==> config.mk <==
export PLATFORM = sky130hd
export DESIGN_NAME = rename_map_unit
export DESIGN_NICKNAME = d
export VERILOG_FILES = /design/src/rtl/mips_core_pkg.sv /design/src/rtl/priority_encoder.sv /design/src/rtl/rename_map_unit.sv
export SDC_FILE = /design/constraint.sdc
export NUM_CORES = 2
export LEC_CHECK = 0
export CAP_MARGIN = 20
export CORE_AREA = 2 2 238 240
export CTS_BUF_LIST = sky130_fd_sc_hd__clkbuf_4 sky130_fd_sc_hd__clkbuf_8
export CTS_CLUSTER_SIZE = 24
export DETAILED_ROUTE_END_ITERATION = 10
export DIE_AREA = 0 0 240 242
export DONT_BUFFER_PORTS = 1
export HOLD_SLACK_MARGIN = 0.08
export PLACE_DENSITY = 0.77
export SLEW_MARGIN = 10
export SYNTH_ARGS = -nofsm -noshare
export SYNTH_HDL_FRONTEND = slang
export SYNTH_SLANG_ARGS = --single-unit
==> constraint.sdc <==
create_clock -name clk -period 22.5 [get_ports clk]
set_input_delay 5.625 -clock clk [delete_from_list [all_inputs] [get_ports clk]]
set_output_delay 5.625 -clock clk [all_outputs]
set_load 0.01 [all_outputs]
==> src/rtl/mips_core_pkg.sv <==
// Shared MIPS core types and default sizing for the rename path.
package mips_core_pkg;

    localparam int DEFAULT_ARCH_REGS = 32;
    localparam int DEFAULT_PHYS_REGS = 64;
    localparam int MIPS_ARCH_W       = $clog2(DEFAULT_ARCH_REGS);
    localparam int MIPS_PHYS_W       = $clog2(DEFAULT_PHYS_REGS);

    typedef logic [MIPS_ARCH_W-1:0] MipsReg;
    typedef logic [MIPS_PHYS_W-1:0] PhysReg;

endpackage

==> src/rtl/priority_encoder.sv <==
// Lowest-index-wins priority encoder; used to pick the next free physical register.
module priority_encoder #(
    parameter int NUM_OF_INPUTS = 64,
    parameter int IDX_W         = $clog2(NUM_OF_INPUTS)
) (
    input  logic [NUM_OF_INPUTS-1:0] req,
    output logic [IDX_W-1:0]         idx,
    output logic                     valid
);

    // Scan from the top down so the lowest set bit is the last one written.
    always_comb begin
        idx   = '0;
        valid = |req;
        for (int i = NUM_OF_INPUTS - 1; i >= 0; i--) begin
            if (req[i]) idx = IDX_W'(i);
        end
    end

endmodule

==> src/rtl/rename_map_unit.sv <==
// Register rename unit: speculative and retirement map tables plus free-list
// bitmaps, one rename per cycle, commit-driven freeing and single-cycle flush.
module rename_map_unit
    import mips_core_pkg::*;
#(
    parameter int NUM_ARCH_REGS = DEFAULT_ARCH_REGS,
    parameter int NUM_PHYS_REGS = DEFAULT_PHYS_REGS,
    parameter int ARCH_W        = $clog2(NUM_ARCH_REGS),
    parameter int PHYS_W        = $clog2(NUM_PHYS_REGS)
) (
    input  logic              clk,
    input  logic              rst,
    input  logic              ren_valid,
    output logic              ren_ready,
    input  logic [ARCH_W-1:0] ren_rs,
    input  logic [ARCH_W-1:0] ren_rt,
    input  logic [ARCH_W-1:0] ren_rw,
    input  logic              ren_uses_rs,
    input  logic              ren_uses_rt,
    input  logic              ren_uses_rw,
    output logic              out_valid,
    output logic [PHYS_W-1:0] out_rs,
    output logic [PHYS_W-1:0] out_rt,
    output logic [PHYS_W-1:0] out_rw,
    output logic [PHYS_W-1:0] out_prev_rw,
    input  logic              commit_valid,
    input  logic [ARCH_W-1:0] commit_rw,
    input  logic [PHYS_W-1:0] commit_phys,
    input  logic [PHYS_W-1:0] commit_prev,
    input  logic              flush,
    output logic [PHYS_W:0]   free_count
);

    logic [PHYS_W-1:0]        spec_map     [NUM_ARCH_REGS];
    logic [PHYS_W-1:0]        spec_map_nxt [NUM_ARCH_REGS];
    logic [PHYS_W-1:0]        ret_map      [NUM_ARCH_REGS];
    logic [PHYS_W-1:0]        ret_map_nxt  [NUM_ARCH_REGS];
    logic [NUM_PHYS_REGS-1:0] free_bm, free_nxt;
    logic [NUM_PHYS_REGS-1:0] ret_free_bm, ret_free_nxt;
    logic [PHYS_W:0]          free_cnt_nxt;
    logic [PHYS_W-1:0]        alloc_idx;
    logic                     any_free;
    logic                     accept, alloc, commit_en;

    // Allocation looks only at the registered bitmap, so a register freed by a
    // commit this cycle cannot be handed out until the next cycle.
    priority_encoder #(
        .NUM_OF_INPUTS (NUM_PHYS_REGS),
        .IDX_W         (PHYS_W)
    ) u_alloc_enc (
        .req   (free_bm),
        .idx   (alloc_idx),
        .valid (any_free)
    );

    // Handshake: flush blocks renames; a real destination needs a free register.
    always_comb begin
        ren_ready = !flush && (!ren_uses_rw || (ren_rw == '0) || any_free);
        accept    = ren_valid && ren_ready;
        alloc     = accept && ren_uses_rw && (ren_rw != '0);
        commit_en = commit_valid && (commit_rw != '0);
    end

    // Next state: commit first, then allocation, then flush overrides the
    // speculative copy with the retirement copy (including this cycle's commit).
    always_comb begin
        spec_map_nxt = spec_map;
        ret_map_nxt  = ret_map;
        free_nxt     = free_bm;
        ret_free_nxt = ret_free_bm;
        if (commit_en) begin
            ret_map_nxt[commit_rw]    = commit_phys;
            ret_free_nxt[commit_phys] = 1'b0;
            ret_free_nxt[commit_prev] = 1'b1;
            free_nxt[commit_prev]     = 1'b1;
        end
        if (alloc) begin
            spec_map_nxt[ren_rw] = alloc_idx;
            free_nxt[alloc_idx]  = 1'b0;
        end
        if (flush) begin
            spec_map_nxt = ret_map_nxt;
            free_nxt     = ret_free_nxt;
        end
        free_cnt_nxt = '0;
        for (int i = 0; i < NUM_PHYS_REGS; i++) begin
            free_cnt_nxt = free_cnt_nxt + {{PHYS_W{1'b0}}, free_nxt[i]};
        end
    end

    // Map tables, bitmaps and the free counter.
    always_ff @(posedge clk or posedge rst) begin
        if (rst) begin
            for (int i = 0; i < NUM_ARCH_REGS; i++) begin
                spec_map[i] <= PHYS_W'(i);
                ret_map[i]  <= PHYS_W'(i);
            end
            for (int i = 0; i < NUM_PHYS_REGS; i++) begin
                free_bm[i]     <= (i >= NUM_ARCH_REGS);
                ret_free_bm[i] <= (i >= NUM_ARCH_REGS);
            end
            free_count <= (PHYS_W+1)'(NUM_PHYS_REGS - NUM_ARCH_REGS);
        end else begin
            spec_map    <= spec_map_nxt;
            ret_map     <= ret_map_nxt;
            free_bm     <= free_nxt;
            ret_free_bm <= ret_free_nxt;
            free_count  <= free_cnt_nxt;
        end
    end

    // Renamed outputs: one-cycle valid pulse, fields hold until the next accept.
    always_ff @(posedge clk or posedge rst) begin
        if (rst) begin
            out_valid   <= 1'b0;
            out_rs      <= '0;
            out_rt      <= '0;
            out_rw      <= '0;
            out_prev_rw <= '0;
        end else begin
            out_valid <= accept;
            if (accept) begin
                out_rs      <= ren_uses_rs ? spec_map[ren_rs] : '0;
                out_rt      <= ren_uses_rt ? spec_map[ren_rt] : '0;
                out_rw      <= alloc ? alloc_idx : '0;
                out_prev_rw <= alloc ? spec_map[ren_rw] : '0;
            end
        end
    end

endmodule

==> metrics.yaml <==
run_status:
  status: "completed"
pwr:
  switchingPower_mw: 1.87
  pwr-share-comb_pct: 48.3
  p_seq_share_pct: 29.6
  finalPower_mw: 4.78
  p_sw_share_pct: 39.1
  ir_drop_mv: 1.27
  pwr-share-clk_pct: 22.1
  cell_internal_pwr_mw: 2.91
  power_density_mw_per_mm2: 144
  p_leak_nw: 13.4
cts:
  tritoncts: "yes"
  cts_buffer_depth: 3
  clkTransAtPathRegs_ns: 0.06
  cts_resized: 0
  htree_levels: 3
  cts_setup_buffers: 0
  clock_latency_ns: 0.73
  cts_num_sinks: 544
  cts-hold-fix-buffers: 0
  cts_buffers: 94
  root_buffer: "clkbuf_8"
critical_path:
  arrival_ns: 13.47
  slowest_delay_ns: 0.56
  worst-path-max-fanout: 27
  crit_top_cell: "fa_1"
  rr_worst_depth: 25
  crit_slowest_cell: "fa_1"
  cp-end-kind: "flip-flop"
  crit_type: "input pin to flip-flop"
  start_kind: "input pin"
  crit_required_ns: 23.10
timing:
  hold_violations: 0
  layout_min_cycle_time_ns: 12.88
  rsz0062_at_grt: "false"
  min_period_over_period_pct: 57.2
  slew_violations: 0
  fmax_mhz: 77.7
  fin_worst_skew_ns: 0.0486
  maxSlewHeadroom_pct: 22.2
  tightest_slew_ns: 1.16
  hold_ws_ns: 0.373
  setup_ws_ns: 9.62
  setup-tns-final_ns: 0
  finalSetupViolCount: 0
final_layout:
  final_area_mm2: 0.0331
  drive_gt1_share_pct: 31.8
  finalNonFillerCells: 3441
  nets: 2711
  fillers: 4462
  syn_to_final_growth_pct: 9.39
  finalCoreUtilization_pct: 59.5
global_routing:
  met2_usage_pct: 54.4
  grt_first_pass_wirelength_um: 158000
  gr-total-overflow: 0
  grt_max_degree: 310
  use_met3_pct: 11.4
  antenna_found_initial: 5
  met1_usage_pct: 46.6
  top_usage_layer: "met2"
  grt_pass1_vias: 24500
  grt_usage_pct: 36.8
placement:
  placed_cells: 3260
  hpwl_um: 70000
  dpl_cell_area_mm2: 0.0309
  gp_congestion: 1.08
  io_buffer_count: 0
  dpl_worst_slack_ns: 8.98
routing:
  drc: 0
  wire_per_inst_um: 30.7
  drtIter0Drc: 3564
  ant_nets: 0
  routed_wl_um: 106000
  dr.pass1.iters: 6
  avgViaCountPerCell: 7.16
  vias: 24600
min_path:
  min-delay-path-class: "flip-flop to flip-flop"
  min_delay_path_depth: 0
synthesis:
  yosys.area.top_type: "dfrtp_1"
  synth-edff-count: 0
  ys_async_sr_fraction_pct: 100
  yosysTopAreaCellShare_pct: 26.3
  syn_nets: 2767
  synth_seq_area_share_pct: 45.9
  synth_area_mm2: 0.0303
  synth_ff_type: "dfrtp_1"
  yosysWarnings: 0
  synth_cell_type_count: 80
  syn_inst: 2658
  synth_seq_cells: 544
  ys_top_cells_by_area: "dfrtp_1 26%, dfstp_2 20%, mux4_2 13%, mux2_2 6.7%, nand2_1 4.5%"
  avgSynthCellArea_um2: 11.4
floorplan:
  io_pins: 73
  rows: 87
  start_util_pct: 54.4
  die_height_um: 242
  core_area_mm2: 0.0557
  die_x_um: 240
  die_area_mm2: 0.0581
flow_run:
  drv_cap: 0
-- worst max-delay path, delay by kind of cell --
| kind | cells | cell delay, ns |
|---|---|---|
| adder cells (fa/ha/maj) | 9 | 4.53 |
| AO/OA/AOI/OAI | 4 | 0.73 |
| AND/OR/NAND/NOR | 9 | 2.09 |
| buffers and inverters | 5 | 0.47 |
-- kinds of logic (layout without fill, tap and decap cells) --
| group | Yosys count | in the layout | synth area share (%) |
|---|---|---|---|
| multiplexers | 370 | 370 | 20.1 |
| XOR/XNOR | 4 | 4 | 0.116 |
| AO/OA/AOI/OAI | 644 | 644 | 15.2 |
| other | 0 | 3 | 0 |
| AND/OR/NAND/NOR | 761 | 761 | 11.1 |
| buffers and inverters | 266 | 290 | 3.46 |
| flip-flops | 544 | 544 | 45.9 |
| adder cells (fa/ha/maj) | 69 | 69 | 4.19 |
-- cells in the mapped netlist (8+ instances only) --
cell       count
a22oi_1       35
nand2_1      364
o21ai_0      166
buf_2         30
o211ai_1      42
nand3b_1       8
dfrtp_1      319
nand3_1       14
nor3b_1        9
buf_1         19
ha_1          15
a31oi_1       32
nand2b_1      12
or3_1          8
nor2b_1       12
nor3_1        58
a221o_1      120
a31o_2        16
and3_1         9
mux2_2       180
nor4_1        19
clkbuf_1     145
nor2_1       200
o31ai_1       23
mux2i_1       17
o2bb2ai_1     20
inv_1         68
or2_2         10
dfstp_2      225
o21a_1        19
mux4_2       173
a21oi_1       86
fa_1          54
-- layout by cell type (no fill, tap or decap), types with 35 or more instances in the layout --
master and n:
a21oi_1 85, a221o_1 120, a22oi_1 35, buf_4 41, clkbuf_8 116, dfrtp_1 319
dfstp_2 225, fa_1 54, inv_1 67, mux2_2 180, mux4_2 173, nand2_1 364
nor2_1 200, nor3_1 53, o211ai_1 42, o21ai_0 166
-- routing by layer --
metal	vias up	share of wire (%)
li1	9894	-
met1	12300	35
met2	1884	45
met3	514	12
met4	8	7.6
met5	-	0.058
-- sequential cells by signal, indices dropped and copies added (netlist names) --
signal,cells
free_bm,64
free_count,7
out_prev_rw,6
out_rs,6
out_rt,6
out_rw,6
out_valid,1
ret_free_bm,64
ret_map,192
spec_map,192
-- worst paths after layout --
| kind | from | endpoint | slack [ns] |
|---|---|---|---|
| max in group asynchronous | rst | out_prev_rw[1] | 14.44 |
| max | ren_rw[3] | free_count[6] | 9.62 |
| max reg2reg | free_bm[16] | free_count[6] | 13.18 |
| min | ret_map[188] | ret_map[188] | 0.37 |
| min reg2reg | ret_map[188] | ret_map[188] | 0.37 |
| min in group asynchronous | rst | ret_map[125] | 4.86 |
-- power by group through the flow --
| stage | logic [mW] | registers, mW | clock network [mW] |
|---|---|---|---|
| 6_report | 2.31 | 1.42 | 1.05 |
| 5_1_grt | 2.65 | 1.43 | 1.11 |
| 4_1_cts | 2.35 | 1.41 | 1.06 |
| 3_5_place_dp | 2.34 | 1.42 | 0 |
| 3_3_place_gp | 2.26 | 1.41 | 0 |
| 2_1_floorplan | 1.76 | 1.36 | 0 |
-- area by class of cell --
type / instances / area [um^2] / share of cell area, %
clock buffer: 139 / 1770 / 5.34
multi-input combinational: 1848 / 15500 / 46.6
sequential: 544 / 13900 / 41.9
antenna: 3 / 7.51 / 0.0226
clock inverter: 37 / 457 / 1.38
tap: 756 / 946 / 2.85
inverter: 69 / 267 / 0.804
timing repair buffer: 45 / 349 / 1.05
No activity file was read; power rests on OpenSTA's default activity.
